### src/rtl/mips32_pkg.sv
`default_nettype none
// ============================================================================
// Module  : mips32_pkg
// Purpose : Shared opcodes, instruction field positions, controller state
//           encoding and register constants for the pipe_MIPS32 interlock.
// Revision: 1.0 - initial release
// ============================================================================
package mips32_pkg;

  // Opcodes (instr[31:26])
  localparam logic [5:0] c_op_add   = 6'h00;
  localparam logic [5:0] c_op_sub   = 6'h01;
  localparam logic [5:0] c_op_and   = 6'h02;
  localparam logic [5:0] c_op_or    = 6'h03;
  localparam logic [5:0] c_op_slt   = 6'h04;
  localparam logic [5:0] c_op_mul   = 6'h05;
  localparam logic [5:0] c_op_lw    = 6'h08;
  localparam logic [5:0] c_op_sw    = 6'h09;
  localparam logic [5:0] c_op_addi  = 6'h0A;
  localparam logic [5:0] c_op_subi  = 6'h0B;
  localparam logic [5:0] c_op_slti  = 6'h0C;
  localparam logic [5:0] c_op_bneqz = 6'h0D;
  localparam logic [5:0] c_op_beqz  = 6'h0E;
  localparam logic [5:0] c_op_hlt   = 6'h3F;

  // Instruction field bit positions
  localparam int c_opc_msb = 31;
  localparam int c_opc_lsb = 26;
  localparam int c_rs_msb  = 25;
  localparam int c_rs_lsb  = 21;
  localparam int c_rt_msb  = 20;
  localparam int c_rt_lsb  = 16;
  localparam int c_rd_msb  = 15;
  localparam int c_rd_lsb  = 11;

  // Hard-wired zero register: never a real producer or consumer
  localparam logic [4:0] c_r0 = 5'd0;

  // Controller state encoding
  typedef logic [1:0] state_t;
  localparam state_t c_st_idle   = 2'd0;
  localparam state_t c_st_run    = 2'd1;
  localparam state_t c_st_drain  = 2'd2;
  localparam state_t c_st_halted = 2'd3;

endpackage
`default_nettype wire

### src/rtl/mips32_instr_decode.sv
`default_nettype none
// ============================================================================
// Module  : mips32_instr_decode
// Purpose : Combinational decode of the IF/ID instruction into its
//           destination register and the source registers it reads.
// Revision: 1.0 - initial release
// ============================================================================
module mips32_instr_decode
  import mips32_pkg::*;
(
  input  logic [31:0] i_instr,
  output logic        o_has_dst,
  output logic [4:0]  o_dst,
  output logic        o_use_rs,
  output logic        o_use_rt,
  output logic [4:0]  o_rs,
  output logic [4:0]  o_rt,
  output logic        o_is_hlt
);

  logic [5:0] w_op;
  logic [4:0] w_rd;
  logic       w_unused_imm;

  assign w_op         = i_instr[c_opc_msb:c_opc_lsb];
  assign o_rs         = i_instr[c_rs_msb:c_rs_lsb];
  assign o_rt         = i_instr[c_rt_msb:c_rt_lsb];
  assign w_rd         = i_instr[c_rd_msb:c_rd_lsb];
  // Low immediate/funct bits never name a register
  assign w_unused_imm = ^i_instr[c_rd_lsb-1:0];

  // Classify opcode; R0 fields are dropped so they can never create a hazard
  always_comb begin
    o_has_dst = 1'b0;
    o_dst     = c_r0;
    o_use_rs  = 1'b0;
    o_use_rt  = 1'b0;
    o_is_hlt  = 1'b0;
    case (w_op)
      c_op_add, c_op_sub, c_op_and, c_op_or, c_op_slt, c_op_mul: begin
        o_has_dst = (w_rd != c_r0);
        o_dst     = w_rd;
        o_use_rs  = (o_rs != c_r0);
        o_use_rt  = (o_rt != c_r0);
      end
      c_op_addi, c_op_subi, c_op_slti, c_op_lw: begin
        o_has_dst = (o_rt != c_r0);
        o_dst     = o_rt;
        o_use_rs  = (o_rs != c_r0);
      end
      c_op_sw: begin
        o_use_rs  = (o_rs != c_r0);
        o_use_rt  = (o_rt != c_r0);
      end
      c_op_bneqz, c_op_beqz: begin
        o_use_rs  = (o_rs != c_r0);
      end
      c_op_hlt: begin
        o_is_hlt  = 1'b1;
      end
      default: begin
      end
    endcase
  end

endmodule
`default_nettype wire

### src/rtl/mips32_hazard_ctrl.sv
`default_nettype none
// ============================================================================
// Module  : mips32_hazard_ctrl
// Purpose : RAW interlock, branch squash and start/HLT-drain sequencing for
//           the pipe_MIPS32 pipeline. Tracks destinations in EX and MEM.
// Revision: 1.0 - initial release
// ============================================================================
module mips32_hazard_ctrl
  import mips32_pkg::*;
#(
  parameter int CNT_W        = 16,
  parameter int DRAIN_CYCLES = 3
) (
  input  logic             clk,
  input  logic             rst_n,
  input  logic             start,
  input  logic             id_valid,
  input  logic [31:0]      id_instr,
  input  logic             br_taken,
  output logic             fetch_en,
  output logic             stall,
  output logic             flush,
  output logic             halted,
  output logic [CNT_W-1:0] stall_cnt
);

  localparam int c_drw = $clog2(DRAIN_CYCLES + 1);

  state_t           r_state;
  state_t           w_next_state;
  logic             r_ex_v;
  logic [4:0]       r_ex_dst;
  logic             r_mem_v;
  logic [4:0]       r_mem_dst;
  logic [c_drw-1:0] r_drain;
  logic [CNT_W-1:0] r_stall_cnt;

  logic             w_has_dst;
  logic [4:0]       w_dst;
  logic             w_use_rs;
  logic             w_use_rt;
  logic [4:0]       w_rs;
  logic [4:0]       w_rt;
  logic             w_is_hlt;
  logic             w_active;
  logic             w_idle_like;
  logic             w_start_acc;
  logic             w_hit;
  logic             w_stall;
  logic             w_flush;
  logic             w_hlt_acc;

  mips32_instr_decode u_decode (
    .i_instr   (id_instr),
    .o_has_dst (w_has_dst),
    .o_dst     (w_dst),
    .o_use_rs  (w_use_rs),
    .o_use_rt  (w_use_rt),
    .o_rs      (w_rs),
    .o_rt      (w_rt),
    .o_is_hlt  (w_is_hlt)
  );

  assign w_active    = (r_state == c_st_run) || (r_state == c_st_drain);
  assign w_idle_like = (r_state == c_st_idle) || (r_state == c_st_halted);
  assign w_start_acc = start && w_idle_like;

  // WB is not checked: the register file writes before it reads
  assign w_hit = (w_use_rs && ((r_ex_v  && (r_ex_dst  == w_rs)) ||
                               (r_mem_v && (r_mem_dst == w_rs)))) ||
                 (w_use_rt && ((r_ex_v  && (r_ex_dst  == w_rt)) ||
                               (r_mem_v && (r_mem_dst == w_rt))));

  // A taken branch squashes the consumer, so it overrides the interlock
  assign w_stall   = (r_state == c_st_run) && id_valid && !br_taken && w_hit;
  assign w_flush   = br_taken && w_active;
  assign w_hlt_acc = (r_state == c_st_run) && id_valid && w_is_hlt && !w_stall && !w_flush;

  // State register
  always_ff @(posedge clk or negedge rst_n) begin
    if (!rst_n) r_state <= c_st_idle;
    else        r_state <= w_next_state;
  end

  // Next-state logic
  always_comb begin
    w_next_state = r_state;
    case (r_state)
      c_st_idle, c_st_halted: begin
        if (start) w_next_state = c_st_run;
      end
      c_st_run: begin
        if (w_hlt_acc) w_next_state = c_st_drain;
      end
      c_st_drain: begin
        // A taken branch means the HLT was fetched down the wrong path
        if (br_taken)                    w_next_state = c_st_run;
        else if (r_drain <= c_drw'(1))   w_next_state = c_st_halted;
      end
      default: w_next_state = c_st_idle;
    endcase
  end

  // Outputs decoded from state and the hazard compare
  always_comb begin
    fetch_en  = (r_state == c_st_run);
    halted    = (r_state == c_st_halted);
    stall     = w_stall;
    flush     = w_flush;
    stall_cnt = r_stall_cnt;
  end

  // Drain down-counter: one count per stage still retiring behind the HLT
  always_ff @(posedge clk or negedge rst_n) begin
    if (!rst_n)                         r_drain <= '0;
    else if (w_hlt_acc)                 r_drain <= c_drw'(DRAIN_CYCLES);
    else if ((r_state == c_st_drain) && (r_drain != '0))
                                        r_drain <= r_drain - c_drw'(1);
  end

  // Shadow destination slots advance with the pipeline while it is live
  always_ff @(posedge clk or negedge rst_n) begin
    if (!rst_n) begin
      r_ex_v    <= 1'b0;
      r_ex_dst  <= c_r0;
      r_mem_v   <= 1'b0;
      r_mem_dst <= c_r0;
    end else if (w_start_acc) begin
      r_ex_v    <= 1'b0;
      r_ex_dst  <= c_r0;
      r_mem_v   <= 1'b0;
      r_mem_dst <= c_r0;
    end else if (w_active) begin
      r_mem_v   <= r_ex_v;
      r_mem_dst <= r_ex_dst;
      r_ex_v    <= w_has_dst && id_valid && !w_stall && !w_flush;
      r_ex_dst  <= w_dst;
    end
  end

  // Saturating count of interlock cycles since the last start
  always_ff @(posedge clk or negedge rst_n) begin
    if (!rst_n)                           r_stall_cnt <= '0;
    else if (w_start_acc)                 r_stall_cnt <= '0;
    else if (w_stall && !(&r_stall_cnt))  r_stall_cnt <= r_stall_cnt + CNT_W'(1);
  end

endmodule
`default_nettype wire

### config.mk
export PLATFORM = sky130hd
export DESIGN_NAME = mips32_hazard_ctrl
export DESIGN_NICKNAME = d
export VERILOG_FILES = /design/src/rtl/mips32_pkg.sv /design/src/rtl/mips32_instr_decode.sv /design/src/rtl/mips32_hazard_ctrl.sv
export SDC_FILE = /design/constraint.sdc
export NUM_CORES = 1
export LEC_CHECK = 0
export BUFFER_PORTS_ARGS = -buffer_cell sky130_fd_sc_hd__clkbuf_2
export CORE_ASPECT_RATIO = 1.25
export CORE_UTILIZATION = 48
export CTS_BUF_LIST = sky130_fd_sc_hd__clkbuf_16
export DETAILED_ROUTE_END_ITERATION = 6
export MAX_ROUTING_LAYER = met4
export PLACE_DENSITY_LB_ADDON = 0.08
export SLEW_MARGIN = 40
export SYNTH_ARGS = -nofsm -noshare
export SYNTH_HDL_FRONTEND = slang
export SYNTH_HIERARCHICAL = 1
export SYNTH_SLANG_ARGS = --single-unit
### constraint.sdc
create_clock -name clk -period 2.05 [get_ports clk]
set_input_delay 0.205 -clock clk [delete_from_list [all_inputs] [get_ports clk]]
set_output_delay 0.205 -clock clk [all_outputs]
set_load 0.05 [all_outputs]
==> results of run 1 <==
[per-stage QoR]
stage	util	std cells	hold slack, ps
floorplan	-	260	-90.59
global placement	0.6135	376	335.1
detailed placement	0.6135	376	341.0
CTS	0.6777	395	49.42
global route	0.7111	401	357.7
finish	0.7111	401	331.8
[report_power, final]
part | leakage, uW | internal [uW] | switching (uW) | total [uW]
Sequential | 0.000422 | 683 | 56.4 | 739
Combinational | 0.000888 | 264 | 412 | 676
Clock | 0.0000701 | 436 | 259 | 695
[worst reg2reg max path, cell delays in order, from the launching register on]
cell and delay, ps:
dfrtp_1 400, buf_6 120, xor2_1 140, nor4_2 330, nand4_1 170, and4_4 210
buf_12 130, or4_1 520, a21oi_2 150
[cell type report]
type | count | area (um2)
tap | 58 | 72.57
fill | 367 | 1279
clock buffer | 5 | 125.1
clock inverter | 3 | 11.26
multi-input combinational | 193 | 1425
timing repair buffer | 93 | 639.4
inverter | 17 | 63.81
sequential | 32 | 809.5
[cells by family (layout without fill, tap and decap cells)]
logic type      count (synthesis)  count (layout)
simple gates                  101             103
fa+ha+maj                       7               7
mux                             1               1
buf+inv                        37             118
compound gates                 61              61
flops                          32              32
xor+xnor                       21              21
[worst max-delay path by stage]
stage	slack, ps	cells past startpoint	end
2_1_floorplan	10	9	stall_cnt[3]
3_3_place_gp	-100	7	stall
3_5_place_dp	-150	8	stall_cnt[8]
4_1_cts	-170	7	stall
5_1_grt	-290	8	stall_cnt[4]
6_report	-200	8	stall
[synthesized netlist by cell type, drive strengths merged]
| master | n | share of area |
|---|---|---|
| dfrtp | 32 | 0.36 |
| nand2 | 22 | 0.037 |
| o21ai | 20 | 0.045 |
| a21oi | 18 | 0.040 |
| inv | 17 | 0.029 |
| xor2 | 16 | 0.063 |
| buf | 13 | 0.044 |
| nand3 | 11 | 0.025 |
| nand4 | 11 | 0.031 |
| nor2 | 11 | 0.018 |
| or3 | 9 | 0.025 |
| or4 | 9 | 0.032 |
| o31ai | 8 | 0.027 |
| clkbuf | 7 | 0.012 |
| ha | 7 | 0.039 |
| a22o | 6 | 0.024 |
| and2 | 5 | 0.014 |
| nor4 | 5 | 0.014 |
| xnor2 | 5 | 0.020 |
| and4 | 3 | 0.013 |
| nand2b | 3 | 0.0084 |
| nor2b | 3 | 0.0084 |
| and3 | 2 | 0.0056 |
| nor3 | 2 | 0.0045 |
| nor4b | 2 | 0.0078 |
| a2111oi | 1 | 0.012 |
| a211o | 1 | 0.0039 |
| a211oi | 1 | 0.0034 |
| a22oi | 1 | 0.0034 |
| a31oi | 1 | 0.0028 |
| mux2i | 1 | 0.0045 |
| nand4b | 1 | 0.0039 |
| nor3b | 1 | 0.0034 |
| o2111a | 1 | 0.0050 |
| o211ai | 1 | 0.0034 |
| o221a | 1 | 0.0050 |
| o221ai | 1 | 0.0039 |
| or2 | 1 | 0.0028 |
[state kept, by name, summed over array words and instances, names as in the netlist]
name and flops:
r_ex_v 1, r_ex_dst 5, r_mem_v 1, r_mem_dst 5, stall_cnt 16, r_drain 2, r_state 2
[routing by layer]
metal / up-vias / part of all wire / global-route usage
met5: - / 0 / -
met4: 0 / 0.024 / 0.1349
met3: 19 / 0.041 / 0.05669
met1: 1131 / 0.38 / 0.2761
li1: 1103 / - / -
met2: 86 / 0.55 / 0.4989
[repair_timing]
item,CTS,global route
endpoints found under the setup margin,12,22
setup buffers,11,5
gates cloned,2,0
pin swaps,19,16
hold endpoints to repair,0,32
resized for setup,13,26
hold buffers,0,1
==> metrics.txt, run 1 <==
status=finished with violations; failing checks=negative setup slack; Max Cap Violations=0; worst hold path startpoint=br_taken; Synth Area in Adders=0.03915; site row count=27; Tot GR Track Use=0.2747; worst-margin pin slew=512.1 ps; worst r2r dst=stall_cnt[8]; Syn Inst Count=260; WP data arrival=2040 ps; Power, Total=2110 uW; simple-gate share of the synthesized area=0.2534; Final min period=2249 ps; final-report hold violation count=0; DR vias/cell=5.833; H-tree depth=2; Place WS=-149.9 ps; CP max-delay cell=dfrtp_1; routability cong.=0.8200; first-pass GRT wire length=10.35 mm; Worst Path Buf+Inv=3; layout net count=386; Yosys warnings=6; P_leak=0.001380 uW; Netlist Area Pre-Place=2237 um2; fin crit share=1.097; worst-path fanout max=6; most common cell after layout, fill and taps aside=clkbuf_2; post-synth cell types=44; Routed Antenna Nets=0; main combinational cell family by area after synthesis=simple AND/OR/NAND/NOR gates; CP top delay family=simple AND/OR/NAND/NOR gates; Worst-Skew Late Latency=280 ps; Starting Density=0.5055; critical path class=reg -> out; Mapped Nets=304; CP startpoint=r_mem_dst[0]; vias in the first global route=2355; Worst Skew=6.427 ps; TritonCTS clock tree=done; HPWL Detailed=4.184 mm; Worst setup SP type=register; pin count of the biggest net entering global routing=33; drt drc=0; Port Buffers=45; grt total ovfl=0; most frequent cells in the layout=clkbuf_2 (43), buf_4 (40), dfrtp_1 (25); relative slew slack=0.6560; Core Area=4425 um2; Worst R2R Setup Slack=-190 ps; ANT cells=0; Synth Area per Inst=8.604 um2; I/O pin cnt=57; Power Density=670.5 nW/um2; RSZ-0062 raised after global routing=true; WHS Endpoint=r_ex_v; post-synthesis compound-gate area fraction=0.1790; Worst Path Required=1850 ps; CTS sink count=32; fin. max-slew vios=0; post-synthesis sequential area ratio=0.3579; DRT iter0 DRCs=117; crit-path cells=buf_6, xor2_1, nor4_2, nand4_1, and4_4, buf_12, nor2_4, buf_8; Fin Setup TNS=-2271 ps; Final setup viols=17; TritonRoute pass-1 iters=4; Max Freq=0.4447 GHz; post-layout instance area=3147 um2; worst r2r src=r_mem_dst[0]; maximum root-to-sink buffer count=2; Crit. End Element=output port; clock-pin slew on the worst setup and hold paths=50 ps; Worst R2R Path Depth=8; post-synthesis xor/xnor area fraction=0.08221; Layout area overhead=40.66%; share of cells above drive strength 1=0.4052; Final WS setup=-198.7 ps; post-place instance area=2715 um2; flops & latches, synth=32; Wirelength per Cell=15.93 um; die width=63.06 um; Total Routed Length=6.386 mm; Clock Tree Root=clkbuf_16; peak supply drop=0.0003464 V; die height=78.33 um; hold crit path type=in -> reg; mux contribution to synthesized area=0.004474; CTS Buf Count=5; Worst path max stage delay=400 ps; initial antenna violation count=0; Die Area=4939 um2; via count=2339; hold path cells=4
Power figures use the tool's default switching activity.
==> run 2: changes to the inputs <==
--- a/config.mk
+++ b/config.mk
@@ -7,7 +7,7 @@
 export LEC_CHECK = 0
 export BUFFER_PORTS_ARGS = -buffer_cell sky130_fd_sc_hd__clkbuf_2
 export CORE_ASPECT_RATIO = 1.25
-export CORE_UTILIZATION = 48
+export CORE_UTILIZATION = 53
 export CTS_BUF_LIST = sky130_fd_sc_hd__clkbuf_16
 export DETAILED_ROUTE_END_ITERATION = 6
 export MAX_ROUTING_LAYER = met4
==> constraint.sdc (replaced) <==
create_clock -name clk -period 2.5 [get_ports clk]
set_input_delay 0.25 -clock clk [delete_from_list [all_inputs] [get_ports clk]]
set_output_delay 0.25 -clock clk [all_outputs]
set_load 0.05 [all_outputs]
==> run 2 against run 1 <==
  * The run now ends clean
  * Clock-buffer cell count stayed put
  * Combinational power down 34%
  * Critical path depth fell by 2
  * Critical endpoint unchanged
  * Largest power group is now the clock network
==> metrics.txt, run 2 (synthesized netlist as in run 1, its figures left out) <==
Fin Setup TNS=0 ps; peak supply drop=0.0004613 V; Worst Path Required=2250 ps; hold path cells=3; site row count=26; final-report hold violation count=0; Worst R2R Path Depth=7; TritonRoute pass-1 iters=4; Final WS setup=132.2 ps; Total Routed Length=5.179 mm; Tot GR Track Use=0.2519; CTS Buf Count=5; share of cells above drive strength 1=0.2133; CTS sink count=32; Core Area=4066 um2; Power Density=657.6 nW/um2; initial antenna violation count=0; worst hold path startpoint=id_valid; ANT cells=0; status=completed; relative slew slack=0.5919; Routed Antenna Nets=0; Starting Density=0.5502; DRT iter0 DRCs=149; I/O pin cnt=57; Port Buffers=45; via count=2005; Crit. End Element=output port; Max Freq=0.4223 GHz; H-tree depth=2; critical path class=reg -> out; hold crit path type=in -> reg; die width=60.11 um; most frequent cells in the layout=clkbuf_2 (43), dfrtp_1 (32), nand2_1 (22); most common cell after layout, fill and taps aside=clkbuf_2; vias in the first global route=1872; Final min period=2368 ps; Worst Skew=4.613 ps; pin count of the biggest net entering global routing=33; routability cong.=0.9490; RSZ-0062 raised after global routing=false; TritonCTS clock tree=done; worst-margin pin slew=612.2 ps; Layout area overhead=17.95%; worst-path fanout max=30; clock-pin slew on the worst setup and hold paths=50 ps; Post-CTS Setup Bufs=0; first-pass GRT wire length=8.307 mm; die height=74.64 um; DR vias/cell=5.632; Worst-Skew Late Latency=280 ps; worst r2r src=stall_cnt[0]; grt total ovfl=0; fin crit share=0.9471; layout net count=343; maximum root-to-sink buffer count=2; Clock Tree Root=clkbuf_16; max FFs per register=16; CP startpoint=r_ex_dst[4]; HPWL Detailed=3.748 mm; WP data arrival=2120 ps; Final setup viols=0; Max Cap Violations=0; Die Area=4487 um2; fin. max-slew vios=0; Worst setup SP type=register; Place WS=156.2 ps; drt drc=0; P_leak=0.001169 uW; Wirelength per Cell=14.55 um
==> run 2: cell types whose count changed in the layout (fill, tap and decap cells not counted), sizes merged <==
cell,before,now
and4,5,3
clkinv,2,1
bufinv,0,1
clkbuf,48,50
buf,49,6
==> run 2: layer usage <==
metal	vias to the layer above	wire, um	GRT usage
li1	1006	-	-
met1	937	2246	0.3004
met2	53	2651	0.4261
met3	9	189	0.03780
met4	0	91	0.09044
met5	-	0	-
==> run 2: final cells by class <==
cell class	count	area [um2]
Clock buffer	5	125.1
Clock inverter	3	38.79
Fill cell	366	1428
Inverter	17	63.81
Multi-Input combinational cell	191	1255
Sequential cell	32	800.8
Tap cell	56	70.07
Timing Repair Buffer	52	285.3
==> run 2: worst paths after layout <==
check                      slack (ps)           end
setup / recovery                  130         stall
min in group asynchronous         500  stall_cnt[6]
setup reg to reg                  200  stall_cnt[4]
hold / removal                    380    r_drain[0]
hold reg to reg                   490    r_drain[1]
max in group asynchronous        1670  stall_cnt[5]
==> run 2: critical path, stage by stage, from the launching register on <==
cell,delay (ps)
dfrtp_1,430
xor2_1,160
nor4_1,340
nand4_1,180
and4_4,320
nor2_1,150
clkbuf_4,250
==> run 2: stage by stage <==
stage	cells	cell area, um2	hold slack (ps)	utilization	total power, uW
2_1_floorplan	260	2237	-45.59	-	919.2
3_3_place_gp	347	2454	389.9	0.6034	1045
3_5_place_dp	347	2456	258.8	0.6040	1054
4_1_cts	356	2630	367.8	0.6468	1740
5_1_grt	356	2639	402.9	0.6489	1824
6_report	356	2639	383.3	0.6489	1735
==> run 2: where the power goes <==
group / switching (uW) / total [uW] / internal, uW
Sequential: 44.6 / 605 / 560
Combinational: 291 / 446 / 155
Clock: 221 / 685 / 464
==> run 2: repair_timing <==
action	4_1_cts	5_1_grt
endpoints found under the hold margin	32	0
hold buffers	1	0
resized for setup	0	3
setup endpoints to repair	0	1
==> run 3: changes to the inputs <==
--- a/config.mk
+++ b/config.mk
@@ -7,7 +7,7 @@
 export LEC_CHECK = 0
 export BUFFER_PORTS_ARGS = -buffer_cell sky130_fd_sc_hd__clkbuf_2
 export CORE_ASPECT_RATIO = 1.25
-export CORE_UTILIZATION = 53
+export CORE_UTILIZATION = 50
 export CTS_BUF_LIST = sky130_fd_sc_hd__clkbuf_16
 export DETAILED_ROUTE_END_ITERATION = 6
 export MAX_ROUTING_LAYER = met4
==> run 3 against run 2 <==
  * Highest routed layer unchanged
  * Sequential cell count unchanged
  * Clock-buffer cell count unchanged
  * Sequential power barely moved
  * Clock skew decreased by 1.4 ps
  * Register-to-register slack better by 40 ps
  * Critical path type unchanged
==> metrics.txt, run 3 (synthesized netlist as in run 1, its figures left out) <==
status=completed; worst r2r dst=stall_cnt[4]; TritonRoute pass-1 iters=4; Clock Tree Root=clkbuf_16; Tot GR Track Use=0.2515; fin. max-slew vios=0; Worst Skew=3.231 ps; Max Freq=0.4140 GHz; Power Density=654.6 nW/um2; relative slew slack=0.5904; multi-input logic area=1255 um2; met1 usage=0.2871; die width=61.83 um; Worst R2R Path Depth=6; share of cells above drive strength 1=0.2100; I/O pin cnt=57; Post-CTS Setup Bufs=0; most frequent cells in the layout=clkbuf_2 (43), dfrtp_1 (32), nand2_1 (22); Min Hold Slack=373.5 ps; final-report hold violation count=0; DR vias/cell=5.806; max FFs per register=16; CTS Buf Count=5; grt total ovfl=0; Filler Cells Inserted=385; HPWL Detailed=3.807 mm; hold crit path type=in -> reg; Worst-Skew Late Latency=280 ps; peak supply drop=0.0004744 V; DRT iter0 DRCs=124; Routed Antenna Nets=0; Worst Path Required=2250 ps; CTS sink count=32; Worst path max stage delay=420 ps; worst-margin pin slew=614.4 ps; Final min period=2416 ps; drt drc=0; P_leak=0.001163 uW; via count=2067; M3 GR Usage=0.05565; maximum root-to-sink buffer count=2; clock-pin slew on the worst setup and hold paths=50 ps; RSZ-0062 raised after global routing=false; Starting Density=0.5331; Port Buffers=45; Max Cap Violations=0; Fin Setup TNS=0 ps; fin crit share=0.9662; H-tree depth=2; ANT cells=0; met2 Usage GRT=0.4151; hold path cells=3; Die Area=4748 um2; critical path class=reg -> out; Total Routed Length=5.163 mm; first-pass GRT wire length=8.680 mm; site row count=26; crit-path cells=xor2_1, nor4_1, nand4_1, and4_4, nor2_1, clkbuf_4; Crit. End Element=output port; WHS Endpoint=r_drain[0]; Final setup viols=0; FF+latch area=800.8 um2; worst-path fanout max=30; TritonCTS clock tree=done; vias in the first global route=1971; initial antenna violation count=0; Layout area overhead=17.90%; die height=76.79 um; Core Area=4197 um2; CP max-delay cell=dfrtp_1; Worst R2R Setup Slack=240 ps; layout net count=343; Worst setup SP type=register; routability cong.=0.8379; most common cell after layout, fill and taps aside=clkbuf_2; WP data arrival=2170 ps; worst r2r src=r_mem_dst[4]; Wirelength per Cell=14.50 um; GR peak layer=met2; worst hold path startpoint=id_valid; pin count of the biggest net entering global routing=33
## run 3: power breakdown
part	switching, uW	total, uW	internal (uW)
Sequential	46.1	606	560
Clock	216	679	462
Combinational	288	442	154
## run 3: per-stage QoR
step | power [uW] | util | area (um2) | setup slack [ps] | instances
3_5_place_dp | 1055 | 0.5853 | 2456 | 148.3 | 347
3_3_place_gp | 1045 | 0.5847 | 2454 | 172.3 | 347
6_report | 1727 | 0.6285 | 2638 | 84.41 | 356
4_1_cts | 1741 | 0.6264 | 2629 | 6.104 | 356
5_1_grt | 1823 | 0.6285 | 2638 | 2.792 | 356
2_1_floorplan | 919.2 | - | 2237 | 9.596 | 260
## run 3: timing repair
| action | 4_1_cts | 5_1_grt |
|---|---|---|
| hold endpoints to repair | 32 | 0 |
| hold buffers | 1 | 0 |
| setup endpoints to repair | 0 | 1 |
| gates resized for setup | 0 | 3 |
## run 3: layout make-up
cell class                 instances  share of cell area
multi-input combinational        191              0.4758
sequential                        32              0.3036
timing repair buffer              52              0.1082
clock buffer                       5             0.04744
tap                               56             0.02657
inverter                          17             0.02419
clock inverter                     3             0.01423
## run 3: worst max path at each step
stage,endpoint,from,depth (start not counted),slack [ps]
6_report,stall,r_mem_dst[4],6,80
5_1_grt,stall,r_mem_dst[4],6,3
4_1_cts,stall,r_mem_dst[4],6,6
3_5_place_dp,stall,id_instr[17],7,150
3_3_place_gp,stall,id_instr[17],7,170
2_1_floorplan,r_drain[1],r_ex_dst[4],7,10
## run 3: critical path: cells and delay by family (launching register included)
family,cells,cell delay (ps)
XOR/XNOR,1,160
buffers and inverters,1,250
AND/OR/NAND/NOR,4,1050
flip-flops,1,420
## run 3: per-layer routing
metal | vias up | share of wire
met3 | 9 | 0.040
met4 | 0 | 0.017
met2 | 58 | 0.52
met5 | - | 0
li1 | 1014 | -
met1 | 986 | 0.42
